File: src/rtl/rv32i_pipe_ctrl.sv
// Pipeline sequencer for the 5-stage RV32I core: stage enables/flushes, halt/drain/resume
// and stale-fetch discard. Define RV32I_PIPE_PERF_EN to build the stall/flush counters.
module rv32i_pipe_ctrl #(
  parameter int unsigned DRAIN_CYC = 3
) (
  input  logic        clk,
  input  logic        rst_n,
  input  logic        hz_stall,
  input  logic        br_taken,
  input  logic        jal_id,
  input  logic        imem_ready,
  input  logic        dmem_req,
  input  logic        dmem_ready,
  input  logic        halt_req,
  input  logic        resume_req,
  output logic        pc_en,
  output logic        fd_en,
  output logic        de_en,
  output logic        em_en,
  output logic        mw_en,
  output logic        fd_flush,
  output logic        de_flush,
  output logic        halted,
  output logic [31:0] stall_cnt,
  output logic [31:0] flush_cnt
);

  typedef enum logic [1:0] {
    ST_RUN    = 2'd0,
    ST_DRAIN  = 2'd1,
    ST_HALTED = 2'd2
  } state_e;

  localparam logic [1:0] DRAIN_INIT = 2'(DRAIN_CYC - 1);

  state_e     state_q, state_d;
  logic [1:0] drain_cnt_q, drain_cnt_d;
  logic       drop_q, drop_d;
  logic       frozen_s, early_s;
  logic       pc_en_s, fd_en_s, de_en_s, em_en_s, mw_en_s, fd_flush_s, de_flush_s;

  // A pending data access stalls every stage; HALTED has no traffic to wait for.
  assign frozen_s = dmem_req & ~dmem_ready & (state_q != ST_HALTED);

  // Next-state and strobe decode.
  always_comb begin
    state_d     = state_q;
    drain_cnt_d = drain_cnt_q;
    drop_d      = drop_q;
    early_s     = 1'b0;
    pc_en_s     = 1'b0;
    fd_en_s     = 1'b0;
    de_en_s     = 1'b0;
    em_en_s     = 1'b0;
    mw_en_s     = 1'b0;
    fd_flush_s  = 1'b0;
    de_flush_s  = 1'b0;
    case (state_q)
      ST_RUN: begin
        if (!frozen_s) begin
          pc_en_s = 1'b1;
          fd_en_s = 1'b1;
          de_en_s = 1'b1;
          em_en_s = 1'b1;
          mw_en_s = 1'b1;
          if (drop_q && imem_ready) begin
            pc_en_s    = 1'b0;
            fd_flush_s = 1'b1;
            drop_d     = 1'b0;
            early_s    = 1'b1;
          end else if (br_taken) begin
            fd_flush_s = 1'b1;
            de_flush_s = 1'b1;
            drop_d     = drop_q | ~imem_ready;
            early_s    = 1'b1;
          end else if (hz_stall) begin
            pc_en_s    = 1'b0;
            fd_en_s    = 1'b0;
            de_flush_s = 1'b1;
            early_s    = 1'b1;
          end else if (jal_id) begin
            // The in-flight fetch of the old PC cannot be cancelled; remember to drop it.
            fd_flush_s = 1'b1;
            drop_d     = drop_q | ~imem_ready;
          end else if (!imem_ready) begin
            pc_en_s    = 1'b0;
            fd_flush_s = 1'b1;
          end else begin
            pc_en_s    = 1'b1;
          end
          if (halt_req && !early_s) begin
            state_d     = ST_DRAIN;
            drain_cnt_d = DRAIN_INIT;
          end else begin
            state_d     = ST_RUN;
          end
        end else begin
          state_d = ST_RUN;
        end
      end
      ST_DRAIN: begin
        if (!frozen_s) begin
          pc_en_s    = br_taken;
          fd_flush_s = br_taken;
          de_en_s    = 1'b1;
          de_flush_s = 1'b1;
          em_en_s    = 1'b1;
          mw_en_s    = 1'b1;
          if (drain_cnt_q == 2'd0) begin
            state_d = ST_HALTED;
          end else begin
            drain_cnt_d = drain_cnt_q - 2'd1;
          end
        end else begin
          state_d = ST_DRAIN;
        end
      end
      ST_HALTED: begin
        if (resume_req) begin
          state_d = ST_RUN;
        end else begin
          state_d = ST_HALTED;
        end
      end
      default: begin
        state_d = ST_RUN;
      end
    endcase
  end

  // Sequencer state registers.
  always_ff @(posedge clk or negedge rst_n) begin
    if (!rst_n) begin
      state_q     <= ST_RUN;
      drain_cnt_q <= 2'd0;
      drop_q      <= 1'b0;
    end else begin
      state_q     <= state_d;
      drain_cnt_q <= drain_cnt_d;
      drop_q      <= drop_d;
    end
  end

  assign pc_en    = rst_n & pc_en_s;
  assign fd_en    = rst_n & fd_en_s;
  assign de_en    = rst_n & de_en_s;
  assign em_en    = rst_n & em_en_s;
  assign mw_en    = rst_n & mw_en_s;
  assign fd_flush = rst_n & fd_flush_s;
  assign de_flush = rst_n & de_flush_s;
  assign halted   = rst_n & (state_q == ST_HALTED);

`ifdef RV32I_PIPE_PERF_EN
  logic [31:0] stall_cnt_q, flush_cnt_q;
  logic        run_act_s;

  assign run_act_s = (state_q == ST_RUN) & ~frozen_s;

  // Performance counters, free-running and wrapping.
  always_ff @(posedge clk or negedge rst_n) begin
    if (!rst_n) begin
      stall_cnt_q <= 32'd0;
      flush_cnt_q <= 32'd0;
    end else begin
      if (run_act_s && !pc_en_s) begin
        stall_cnt_q <= stall_cnt_q + 32'd1;
      end else begin
        stall_cnt_q <= stall_cnt_q;
      end
      if (run_act_s && (fd_flush_s || de_flush_s)) begin
        flush_cnt_q <= flush_cnt_q + 32'd1;
      end else begin
        flush_cnt_q <= flush_cnt_q;
      end
    end
  end

  assign stall_cnt = stall_cnt_q;
  assign flush_cnt = flush_cnt_q;
`else
  assign stall_cnt = 32'd0;
  assign flush_cnt = 32'd0;
`endif

endmodule

File: config.mk
export PLATFORM = sky130hd
export DESIGN_NAME = rv32i_pipe_ctrl
export DESIGN_NICKNAME = d
export VERILOG_FILES = /design/src/rtl/rv32i_pipe_ctrl.sv
export SDC_FILE = /design/constraint.sdc
export NUM_CORES = 1
export LEC_CHECK = 0
export ABC_AREA = 0
export ABC_CLOCK_PERIOD_IN_PS = 1700
export BUFFER_PORTS_ARGS = -buffer_cell sky130_fd_sc_hd__buf_2
export CORE_MARGIN = 4
export CORE_UTILIZATION = 30
export CTS_CLUSTER_DIAMETER = 40
export CTS_CLUSTER_SIZE = 10
export DETAILED_ROUTE_END_ITERATION = 16
export GPL_ROUTABILITY_DRIVEN = 0
export PLACE_DENSITY = 0.68
export SLEW_MARGIN = 10
export SYNTH_ARGS = -nofsm -noshare
export SYNTH_HDL_FRONTEND = slang
export SYNTH_SLANG_ARGS = --single-unit
File: constraint.sdc
create_clock -name clk -period 1.7 [get_ports clk]
set_clock_uncertainty 0.1 [all_clocks]
set_input_delay 0.34 -clock clk [delete_from_list [all_inputs] [get_ports clk]]
set_output_delay 0.34 -clock clk [all_outputs]
set_load 0.005 [all_outputs]
# ---- Yosys cells after proc, flatten, opt, wreduce, memory -nomap -nowiden
# Index checks and enable logic that the tools add are counted.
dict set report totals {
  word_cells 80
  ff_bits 5
  out_inout_bits 72
}
dict set report classes {
  muxes 45
  reduce_logical 10
  addsub 1
  bitwise 12
  n_eq_ne 9
}
# op count
set op_table {}
lappend op_table {{1-bit two-way mux} 32}
lappend op_table {{2-bit two-way mux} 8}
lappend op_table {{2-bit != test, second input constant} 5}
lappend op_table {{1-bit bitwise AND} 8}
lappend op_table {{1-bit one-hot mux with 2 select lines} 3}
lappend op_table {{2-bit one-hot mux with 3 select lines} 1}
lappend op_table {{5-bit AND reduction} 1}
lappend op_table {{2-bit zero test} 2}
lappend op_table {{2-bit one-hot mux with 2 select lines} 1}
lappend op_table {{4-bit AND reduction} 1}
lappend op_table {{3-bit by 1-bit != test with 1-bit output, second input constant} 1}
lappend op_table {{3-bit != test, second input constant} 1}
lappend op_table {{1-bit inverter} 3}
lappend op_table {{3-bit nonzero test} 1}
lappend op_table {{2-bit by 1-bit == test with 1-bit output, second input constant} 1}
lappend op_table {{2-bit == test, second input constant} 1}
lappend op_table {{1-bit logical AND} 2}
lappend op_table {{2-bit nonzero test} 1}
lappend op_table {{2-bit OR reduction} 1}
lappend op_table {{2-bit by 1-bit subtractor with 2-bit output, second input constant} 1}
lappend op_table {{1-bit zero test} 1}
lappend op_table {{1-bit bitwise OR} 1}

# ---- Depth between registers and ports, before layout
# Gate-level depths: netlist of run 1.
dict set report depth {
  depth_word 10
  ltp_mapped 5
  ltp_nobuf 5
}

# ---- Worst setup path after synthesis of run 1
# Ideal clock, no wire load.
dict set report synth_path {
  path_type {input -> output}
  from {in br_taken}
  to {out fd_flush}
  n_path_buf 0
  t_required_ns 1.260
  path_slack_ns 0.096
  arrival_time_ns 1.164
  cell_stages 4
  path_cell_list {or2_0 > or3b_1 > a32oi_1 > nor2_1}
}
dict set report synth_between {
  elab_chain_cells 5
  word_cells_on_any_way 6
}
# element line
set synth_lines {}
lappend synth_lines {{from (decl)} 9} ;# input logic br_taken,
lappend synth_lines {{1-bit two-way mux} 71} ;# end else if (br_taken) begin
lappend synth_lines {{1-bit two-way mux} 66} ;# if (drop_q && imem_ready) begin
lappend synth_lines {{1-bit two-way mux} 60} ;# if (!frozen_s) begin
lappend synth_lines {{1-bit one-hot mux with 2 select lines *} 58} ;# case (state_q)
lappend synth_lines {{1-bit bitwise AND *} 149} ;# assign fd_flush = rst_n & fd_flush_s;
lappend synth_lines {{to (decl)} 21} ;# output logic fd_flush,
# Mark *: on every way between the ends. The rest lies on a longest branch, timed or not.

# ---- Worst setup path after layout of run 1
dict set report layout_path {
  from {in jal_id}
  to {out fd_flush}
}
dict set report layout_between {
  elab_chain_cells 7
}
# element line
set layout_lines {}
lappend layout_lines {{from (decl)} 10} ;# input logic jal_id,
lappend layout_lines {{1-bit two-way mux} 81} ;# end else if (jal_id) begin
lappend layout_lines {{1-bit two-way mux} 76} ;# end else if (hz_stall) begin
lappend layout_lines {{1-bit two-way mux} 71}
lappend layout_lines {{1-bit two-way mux} 66}
lappend layout_lines {{1-bit two-way mux} 60}
lappend layout_lines {{1-bit one-hot mux with 2 select lines} 58}
lappend layout_lines {{1-bit bitwise AND} 149}
# Every way passes these cells.

==> flow_results.org, run 1 <==
** Outcome
- Status :: finished with violations
- Violations in the final reports :: setup timing

** Power
- The design draws 0.7939 mW.
- For this design the ratio of total power to cell area is 929.0 mW/mm^2.
- VDD sags by at most 579.0 uV.
- The analysis attributes to cell leakage a power of 0.5154 nW.
- Portion of total power attributed to sequential cells :: 0.286
- Of the total power, combinational logic draws 0.547.
- Fraction of power spent switching nets :: 0.3988
- For this design the total switching power over the nets is 0.3166 mW.
- Cell internal power was estimated by the tool at 0.4773 mW.
- The share of total power dissipated in the clock network is 0.167.

** Timing
- For the final routed database, the setup TNS stands at -120.1 ps.
- Number of max-slew violations in the final report :: 0
- Fraction of the cycle the final worst path needs :: 1.066
- Hold timing on the final database bottoms out at a slack of 195.2 ps.
- After layout, the worst setup slack is -111.5 ps.
- Subtracting the final worst setup slack from the clock period gives 1811 ps.
- Hold Violations, Final :: 0
- Setup violations remaining at the end of the flow were counted as 2.
- Setup repair after global routing missed its margin :: yes
- For this run, the top clock speed supported by timing is 552.0 MHz.

** Worst setup path
- Reg-to-reg slack, setup :: 220 ps
- Worst reg2reg path depth :: 5
- Worst flop-to-flop path startpoint :: drain_cnt_q[0]
- Type of destination of the critical path :: output pin
- The setup path with the least slack is of type input port to output pin.
- The endpoint identified for the worst register-to-register timing path is drain_cnt_q[1].
- Data required time of the worst path :: 1260 ps
- The worst setup path is launched from an input port.
- At the worst endpoint, the arrival time is 1370 ps.
- In this run the worst path has a maximum fanout of 2.

** Synth
- Post-Synth Adder-Cell Area :: 0.01456
- During synthesis, Yosys emitted a total of 0 warnings.
- Of the synthesized area, sequential elements account for 0.1456.
- After synthesis, the netlist uses 25 different library cells.
- In the synthesized netlist, the number of instances is 114.
- Avg Inst Size Synth :: 7.540 sq um
- Synthesized-area fraction occupied by and/or/nand/nor cells :: 0.1237
- Compound-Gate Fraction of Synth Area :: 0.09607
- The share of synthesized area in the top cell type comes to 0.5764.
- After synthesis, the largest family of logic cells by area is buffers and inverters.
- Synthesis inferred 5 register bits.
- Counting flops with an async set or reset pin after synthesis yields a share of 1.000.
- Combined area of all synthesized cells :: 859.6 sq um
- Most area-consuming cells after synthesis :: buf_4 (58%), dfrtp_1 (15%), a21oi_1 (3.5%), nor2_1 (2.6%), inv_1 (2.2%)
- Fraction of synthesized cell area in xor and xnor cells :: 0
- Measured against the total synthesized area, the mux share comes to 0.01164.
- Cell type contributing the most total cell area after synthesis :: buf_4
- Number of enable-type register cells in the synthesized netlist :: 0
- In the synthesized netlist the dominant register cell turns out to be dfrtp_1.

** Placed design
- Final HPWL DP :: 1226 um
- Timing analysis after detailed placement gives a worst setup slack of -157.6 ps.
- Placed Cells incl. Taps :: 163
- Quantity of I/O buffers inserted on ports :: 17
- Placed cell area :: 757.0 sq um

** Drt
- Routed length per placed instance :: 8.191 um
- 1st-pass router iterations :: 3
- Ratio of routed vias to standard cells :: 3.462
- For this block, the initial DRC count from the detailed router was 31.
- Via total after detailed routing :: 599
- Wires add up to 1417 um.
- After detailed routing, the number of remaining DRC violations is 0.
- Number of nets with antenna violations after routing :: 0

** Job
- Max-cap violations in this run came to 0.

** Worst hold path
- Min-delay src :: resume_req
- Hold/Removal Path Class :: input port to flip-flop
- The worst hold path terminates at state_q[1].
- Min-Delay Path Depth :: 2

** Die
- Overall die width :: 61.53 um
- The total area inside the core boundary comes to 0.002758 sq mm.
- In this run the vertical extent of the chip is 61.53 um.
- Number of placement rows :: 19
- 82 I/O pins were placed.
- The initial utilization of the core area, before any placement, comes to 0.3117.
- Die area :: 0.003786 sq mm

** Clock tree
- CTS built an H-tree with a depth of 1.
- Clock root buffer master :: clkbuf_4
- Number of sinks driven by the clock tree :: 5
- Clock transition at the registers of the reported paths :: 40 ps
- CTS tree :: built
- Clock tree synthesis inserted a total of 3 buffers.
- The clock passes through at most 2 buffers.
- The later pin in the worst-skew pair is clocked with a latency of 240 ps.

** Global routing
- Initial antenna violation count :: 0
- The first global-routing pass estimated 1725 um of wire.
- In the global route stage, overall resource usage came out at 0.06343.
- Entering global routing, the biggest net connects 7 pins.
- The number of global-route vias before repair is 408.
- Grt total ovfl :: 0

** Finish
- Final Cell Area :: 854.6 sq um
- Antenna fix cells :: 0
- Total number of nets in the final design :: 154
- After the flow finishes, the layout carries non-filler instances totaling 173.
- Fraction of layout cells with a size suffix above 1 :: 0.2606
- From synthesis to final layout, the design area changed by -0.5821%.
- At the end of the flow the core is filled with cells to 0.3099.
## kinds of logic after synthesis
| kind of cell | after synthesis |
|---|---|
| AOI/OAI and AO/OA | 13 |
| adders and majority gates | 1 |
| buffers and inverters | 72 |
| DFF | 5 |
| muxes | 1 |
| other | 1 |
| and+or+nand+nor | 21 |
## power by group through the flow
stage / registers, mW / clock network, mW / logic [mW]
final: 0.227 / 0.132 / 0.434
after global routing: 0.233 / 0.150 / 0.501
after CTS: 0.222 / 0.140 / 0.407
after detailed placement: 0.222 / 0 / 0.369
after global placement: 0.217 / 0 / 0.366
after floorplan: 0.199 / 0 / 0.386
## cell usage in the layout, fill, tap and decap left out, types with 2 or more instances in the layout
cell      netlist  routed
a31oi_1         2       2
conb_1          1      64
nor2_1          6       5
clkbuf_4        0       3
nand2b_1        2       2
buf_2           1      16
a21oi_1         6       5
nand2_1         5       4
buf_4          66      10
dfrtp_1         5       4
inv_1           5       4
## sequential cells by signal, summed over array words and instances, names as in the netlist
signal	cells
drop_q	1
drain_cnt_q	2
state_q	2
## cell type report
cell class                      count  area, sq um
Sequential cell                     5        126.4
Timing Repair Buffer               28        176.4
Multi-Input combinational cell    100        467.9
Tap cell                           31        38.79
Fill cell                         321         1903
Clock buffer                        4        26.28
Inverter                            5        18.77
## cell usage after synthesis, drive strengths merged (2+ instances only)
cell / instances
a31oi: 2
inv: 5
nand2: 5
a21oi: 6
buf: 67
nor2: 6
or2: 2
nand2b: 2
dfrtp: 5
## per-layer routing
metal | global-route usage | share of wire | routed length (um)
met1 | 0.07472 | 0.35 | 501
met2 | 0.09716 | 0.47 | 661
met3 | 0.03774 | 0.18 | 254
met4 | 0.01818 | 0 | 0
met5 | 0 | 0 | 0
## critical path, cell delays in order
cell	delay, ps
buf_6	90
or2_0	220
or3b_1	360
a32oi_1	190
nor2_1	50
buf_2	120
## repair_timing
item / in CTS / in global routing
resized for setup: 5 / 3
hold buffers: 1 / 0
setup endpoints to repair: 7 / 8
hold endpoints to repair: 5 / 0
setup buffers: 2 / 3
pin swaps: 3 / 1
## worst max-delay path by stage
| stage | start | endpoint | slack (ps) |
|---|---|---|---|
| 2_1_floorplan | br_taken | fd_flush | 100 |
| 3_3_place_gp | br_taken | fd_flush | -130 |
| 3_5_place_dp | br_taken | fd_flush | -160 |
| 4_1_cts | drop_q | fd_flush | -130 |
| 5_1_grt | drop_q | fd_flush | -190 |
| 6_report | jal_id | fd_flush | -110 |
No activity file was read; power rests on OpenSTA's default activity.
==> inputs of run 2 (changes only) <==
--- a/config.mk
+++ b/config.mk
@@ -13,8 +13,9 @@
 export CTS_CLUSTER_DIAMETER = 40
 export CTS_CLUSTER_SIZE = 10
 export DETAILED_ROUTE_END_ITERATION = 16
-export GPL_ROUTABILITY_DRIVEN = 0
+export GPL_ROUTABILITY_DRIVEN = 1
 export PLACE_DENSITY = 0.68
+export SETUP_SLACK_MARGIN = 0.05
 export SLEW_MARGIN = 10
 export SYNTH_ARGS = -nofsm -noshare
 export SYNTH_HDL_FRONTEND = slang
==> run 2 against run 1 <==
Net effect: the run still ends with setup timing left; core utilization is 2.0 points higher; hold slack hardly changed; design area is 6.4% higher; flip-flop and latch count stayed put; power is 9.6% higher; sequential share of layout area is 0.89 points lower; wire length is 7.1% higher; global-route usage is 0.51 points higher; clock-buffer cell count stayed put; first-iteration DRC count is 23% lower; critical path depth is 2 lower; critical endpoint unchanged; largest power group unchanged; highest routed layer unchanged.
==> flow_results.org, run 2 (synthesized netlist as in run 1, its figures left out) <==
** Finish
- Leaving out fill and tap cells, the most frequent cell in the layout is conb_1.
- The net count of the finished layout is 158.
- Area Overhead vs Synth :: 5.822%
- Fraction of layout cells with a size suffix above 1 :: 0.3151
- The top cell types in the final layout, fill and taps aside, are conb_1 (64), buf_2 (16), buf_4 (13).
- Registers with the most flip-flops :: drain_cnt_q x2, state_q x2, drop_q x1
- 0 antenna diodes ended up in the layout.

** Placed design
- Before CTS, the worst setup slack after placement is -157.6 ps.
- Routability-driven placement finished with a final weighted congestion of 0.8127.
- Input and output buffers added on the ports amount to 17.
- Final HPWL DP :: 1226 um

** Worst setup path
- Setup slack on the worst reg-to-reg path comes out at 220 ps.
- Cell class contributing the biggest share of worst-path delay :: simple AND/OR/NAND/NOR gates
- Worst flop-to-flop path startpoint :: drain_cnt_q[0]
- The largest individual stage delay along the critical path comes from the cell dfrtp_1.
- Worst r2r dst :: drain_cnt_q[1]
- At the worst endpoint, the required time is 1260 ps.
- Crit start category :: flip-flop
- STA puts the critical path data arrival time at 1400 ps.
- CP Cell Sequence :: or3b_1 > a32oi_1 > nor2_1 > buf_2
- The critical path starts at drop_q.
- Counting cells, the worst reg-to-reg path comes to 5.
- The worst setup path is of the flip-flop to output pin kind.
- CP max stage delay :: 410 ps
- Number of buffers and inverters on the critical path :: 1
- The worst setup path is captured at an output pin.
- Along the worst path, the maximum fanout reaches 4.

** Drt
- Via total after detailed routing :: 626
- Number of nets with antenna violations after routing :: 0
- The first TritonRoute pass finished after 4 iterations.
- Remaining design rule violation count :: 0
- Violation count after the first detailed-route iteration :: 24
- The routed design has 1518 um of wire.
- After detailed routing, the number of vias per cell comes to 3.537.
- Dividing the detail-routed wire length by the instance count gives 8.576 um.

** Power
- The share of total power dissipated in combinational logic is 0.583.
- NetSw :: 0.3461 mW
- Summed over all cells, the static leakage comes to 0.5401 nW.
- Power density over cell area :: 956.7 mW/mm^2
- Largest vdd supply drop :: 601.9 uV
- Pint :: 0.5241 mW
- Of the total power, the share spent switching nets is 0.3978.
- Of the total power, the clock network draws 0.153.
- Of the total power, registers draw 0.264.

** Die
- I/O pin cnt :: 82
- Number of placement rows :: 19
- The die covers 0.003786 sq mm.
- The floorplan step set the die width to 61.53 um.
- Effective utilization at floorplan :: 0.3117
- The core region is 0.002758 sq mm.
- Height of the chip :: 61.53 um

** Clock tree
- The later pin in the worst-skew pair is clocked with a latency of 240 ps.
- The clock passes through at most 2 buffers.
- CTS tree :: built
- H-Tree Level Count :: 1
- Clock transition at the registers of the reported paths :: 40 ps
- Number of sinks driven by the clock tree :: 5
- CTS placed an instance of clkbuf_4 at the clock tree root.
- Counting the buffers created by CTS gives 3.

** Timing
- Setup repair after global routing missed its margin :: yes
- Period minus WS final :: 1841 ps
- Of the available clock period, the critical path in the final layout requires 1.083.
- Static timing analysis puts the maximum clock frequency at 543.2 MHz.
- The final count of hold timing violations came to 0.
- Setup total negative slack on the finished layout was measured at -140.8 ps.
- Number of max-slew violations in the final report :: 0
- In the post-route analysis, the smallest setup slack over all paths is -140.8 ps.
- Setup violations remaining at the end of the flow were counted as 1.

** Job
- Number of violations of the max-capacitance limit :: 0

** Worst hold path
- Hold path endpoint :: state_q[1]
- Hold/Removal Path Class :: input port to flip-flop
- The worst hold path begins at resume_req.
- Min-Delay Path Depth :: 2

** Global routing
- The number of antenna violations at the first check in global routing was 0.
- Entering global routing, the biggest net connects 7 pins.
- All-layer global routing usage :: 0.06854
- Grt total ovfl :: 0
- The number of global-route vias before repair is 449.
- First-pass GRT wire length :: 1869 um

** Outcome
- The final reports fail on setup timing.
- The run finished, with violations left.
## run 2: routing by layer
layer  GRT usage  part of all wire  vias up
li1            -                 -      301
met1     0.07721              0.35      280
met2      0.1091              0.49       45
met3     0.03774              0.16        0
met4     0.02424                 0        0
met5           0                 0        -
## run 2: cell type report
type                       count  area, sq um
tap                           31        38.79
inverter                       5        18.77
clock buffer                   4        26.28
multi-input combinational    100        489.2
sequential                     5        126.4
fill                         316         1848
timing repair buffer          32        210.2
## run 2: stage by stage
step	instance area, sq um	utilization	power [mW]	std cells	hold slack, ps
2_1_floorplan	1096	-	0.5857	177	-55.59
4_1_cts	857.1	0.3108	0.8106	174	194.4
5_1_grt	909.6	0.3299	0.9636	177	211.2
6_report	909.6	0.3299	0.8702	177	195.4
3_5_place_dp	757.0	0.2745	0.5911	163	72.65
3_3_place_gp	757.0	0.2745	0.5835	163	75.49
## run 2: how the worst max path moves through the flow
stage,end,cells past startpoint,slack (ps)
after floorplan,fd_flush,4,100
after global placement,fd_flush,6,-130
after detailed placement,fd_flush,6,-160
after CTS,fd_flush,4,-130
after global routing,fd_flush,4,-220
final,fd_flush,4,-140
## run 2: timing repair
item,in CTS,in global routing
buffers inserted,6,3
hold endpoints to repair,5,0
hold buffers,1,0
gates resized for setup,6,9
pin swaps,4,1
setup endpoints to repair,7,8
## run 2: power groups by stage
stage	logic (mW)	registers (mW)	clock network [mW]
2_1_floorplan	0.386	0.199	0
3_3_place_gp	0.366	0.217	0
3_5_place_dp	0.369	0.222	0
4_1_cts	0.450	0.220	0.140
5_1_grt	0.575	0.238	0.150
6_report	0.507	0.230	0.133
==> inputs of run 3 (changes only) <==
--- a/config.mk
+++ b/config.mk
@@ -15,6 +15,7 @@
 export DETAILED_ROUTE_END_ITERATION = 16
 export GPL_ROUTABILITY_DRIVEN = 1
 export PLACE_DENSITY = 0.68
+export REMOVE_ABC_BUFFERS = 1
 export SETUP_SLACK_MARGIN = 0.05
 export SLEW_MARGIN = 10
 export SYNTH_ARGS = -nofsm -noshare
==> run 3 against run 2 <==
Net effect: the flow still finishes with violations (setup timing); cell count is 0.56% lower; critical path depth stayed put; die area stayed put; register-to-register slack hardly changed; wire length is 3.6% higher; flip-flop and latch count stayed put; combinational power is 7.5% lower; clock-buffer cell count stayed put; sequential power hardly changed; largest cell class unchanged; largest power group unchanged.
==> flow_results.org, run 3 (synthesized netlist as in run 1, its figures left out) <==
** Outcome
- The run finished, with violations left.
- Violations in the final reports :: setup timing

** Drt
- Routed length per placed instance :: 8.932 um
- Number of nets with antenna violations after routing :: 0
- Total Routed Length :: 1572 um
- For this run, design rule violations remaining after detail routing come to 0.
- 1st-pass router iterations :: 4
- Violation count after the first detailed-route iteration :: 6
- Via total after detailed routing :: 615
- In the routed layout, each cell is associated on average with a via count of 3.494.

** Finish
- The top cell types in the final layout, fill and taps aside, are conb_1 (64), buf_2 (17), buf_4 (13).
- Total number of nets in the final design :: 157
- Leading cell type in the layout, fill and taps excluded :: conb_1
- Fraction of layout cells with a size suffix above 1 :: 0.3034
- The number of antenna diodes in the final layout is 0.
- For this run, the number of standard cells in the final layout without fillers is 176.
- Count of fill cells added during filler insertion :: 301
- In the final layout, the registers with the most flip-flops are drain_cnt_q x2, state_q x2, drop_q x1.
- Area Overhead vs Synth :: 3.202%

** Clock tree
- Counting every sink on the clock net gives 5.
- After clock tree synthesis, the clock-pin slew on the worst setup and hold paths is 50 ps.
- CTS placed an instance of clkbuf_4 at the clock tree root.
- CTS tree :: built
- In this run the number of H-tree levels came out at 1.
- Number of buffers created by CTS :: 3
- Buffers from clock root to sink, at most :: 2
- Worst-skew pair later-pin latency :: 250 ps

** Power
- Fraction of power spent switching nets :: 0.4123
- Leakage :: 0.5322 nW
- The share of total power dissipated in combinational logic is 0.558.
- Portion of total power attributed to sequential cells :: 0.270
- Pint :: 0.4940 mW
- For this design the ratio of total power to cell area is 947.5 mW/mm^2.
- Clock share of power :: 0.172
- NetSw :: 0.3466 mW
- VDD sags by at most 450.6 uV.

** Worst setup path
- CP Cell Sequence :: or3b_1 > a32oi_1 > nor2_1 > buf_2
- Critical path data arrival time :: 1400 ps
- Data required time of the worst path :: 1260 ps
- The worst setup path is launched from a flip-flop.
- CP max stage delay :: 420 ps
- The worst setup path is captured at an output pin.
- Cell at the slowest stage of the critical path :: dfrtp_1
- Of all nets on the critical path, the largest fanout is 5.
- Setup CP Type :: flip-flop to output pin

** Worst hold path
- The min-delay analysis places its worst path in the category input port to flip-flop.

** Placed design
- After detailed placement, the design holds a cell count of 164.
- Global placer's final weighted congestion :: 0.7990
- Final HPWL DP :: 1241 um
- Quantity of I/O buffers inserted on ports :: 17

** Die
- The die covers 0.003786 sq mm.
- Overall die width :: 61.53 um
- Area of the placeable core :: 0.002758 sq mm
- I/O pin cnt :: 82
- After floorplanning, the core was divided into 19 placement rows.
- Effective utilization at floorplan :: 0.3117
- Height of the chip :: 61.53 um

** Timing
- Hold Violations, Final :: 0
- Period minus WS final :: 1840 ps
- Setup repair after global routing missed its margin :: yes
- Number of max-slew violations in the final report :: 0
- Setup violations remaining at the end of the flow were counted as 2.
- Setup TNS :: -141.4 ps
- For this run, the top clock speed supported by timing is 543.5 MHz.
- Min setup slack post-route :: -139.9 ps
- In the finished design, the share of the clock period the worst path needs comes to 1.082.

** Global routing
- The number of antenna violations at the first check in global routing was 0.
- The number of global-route vias before repair is 448.
- Grt total ovfl :: 0
- All-layer global routing usage :: 0.06902
- The first global-routing pass estimated 1904 um of wire.
- Entering global routing, the biggest net connects 6 pins.

** Job
- Number of violations of the max-capacitance limit :: 0
## run 3: cell count changes in the layout (fill, tap and decap cells not counted)
cell	delta
a21oi_1	+2
a21oi_2	-2
buf_2	+1
buf_6	-2
nor2_1	-1
nor2_2	+1
## run 3: final cells by class
class                           count  area (sq um)  area share
Clock buffer                        4         26.28     0.02962
Inverter                            5         18.77     0.02116
Multi-Input combinational cell    100         484.2      0.5458
Sequential cell                     5         126.4      0.1425
Tap cell                           31         38.79     0.04372
Timing Repair Buffer               31         192.7      0.2172
## run 3: metal layers
metal,up-vias,part of all wire,wire [um],GRT usage
met5,-,0,0,0
met4,0,0.012,19,0.03636
met3,2,0.14,223,0.02725
met2,46,0.54,849,0.1226
met1,270,0.30,478,0.06866
li1,297,-,-,-
## run 3: critical path, delay by kind of cell (launching register included)
kind	cells	cell delay, ps
and+or+nand+nor	2	440
DFF	1	420
AOI/OAI and AO/OA	1	170
buffers and inverters	1	120
## run 3: final timing paths
kind                                   to      startpoint  cells after the start  slack, ps
setup / recovery                 fd_flush          drop_q                      4       -140
setup reg to reg           drain_cnt_q[1]  drain_cnt_q[0]                      5        230
hold / removal                 state_q[1]      resume_req                      2        190
hold reg to reg            drain_cnt_q[0]  drain_cnt_q[0]                      1        370
min in group asynchronous      state_q[1]           rst_n                      2        440
max in group asynchronous      state_q[0]           rst_n                      2        840
## run 3: power by group through the flow
stage               clock network [mW]  registers (mW)  logic [mW]
floorplan                            0           0.218       0.243
finish                           0.145           0.227       0.469
global route                     0.157           0.231       0.523
detailed placement                   0           0.221       0.371
CTS                              0.147           0.223       0.442
global placement                     0           0.221       0.365
## run 3: timing repair
item                                   CTS  global route
endpoints found under the hold margin    5             0
pin swaps                                4             3
buffers inserted                         6             1
gates resized for setup                  7             5
hold buffers                             1             0
setup endpoints to repair                8             7
## run 3: per-stage QoR
stage	total power [mW]	area [sq um]	util	worst slack (ps)	hold WS (ps)
2_1_floorplan	0.4611	595.6	-	95.70	-55.59
3_3_place_gp	0.5861	764.5	0.2772	-135.9	79.68
3_5_place_dp	0.5913	764.5	0.2772	-151.2	79.03
4_1_cts	0.8124	865.8	0.3140	-130.9	173.4
5_1_grt	0.9114	887.1	0.3217	-201.9	184.5
6_report	0.8406	887.1	0.3217	-139.9	189.5
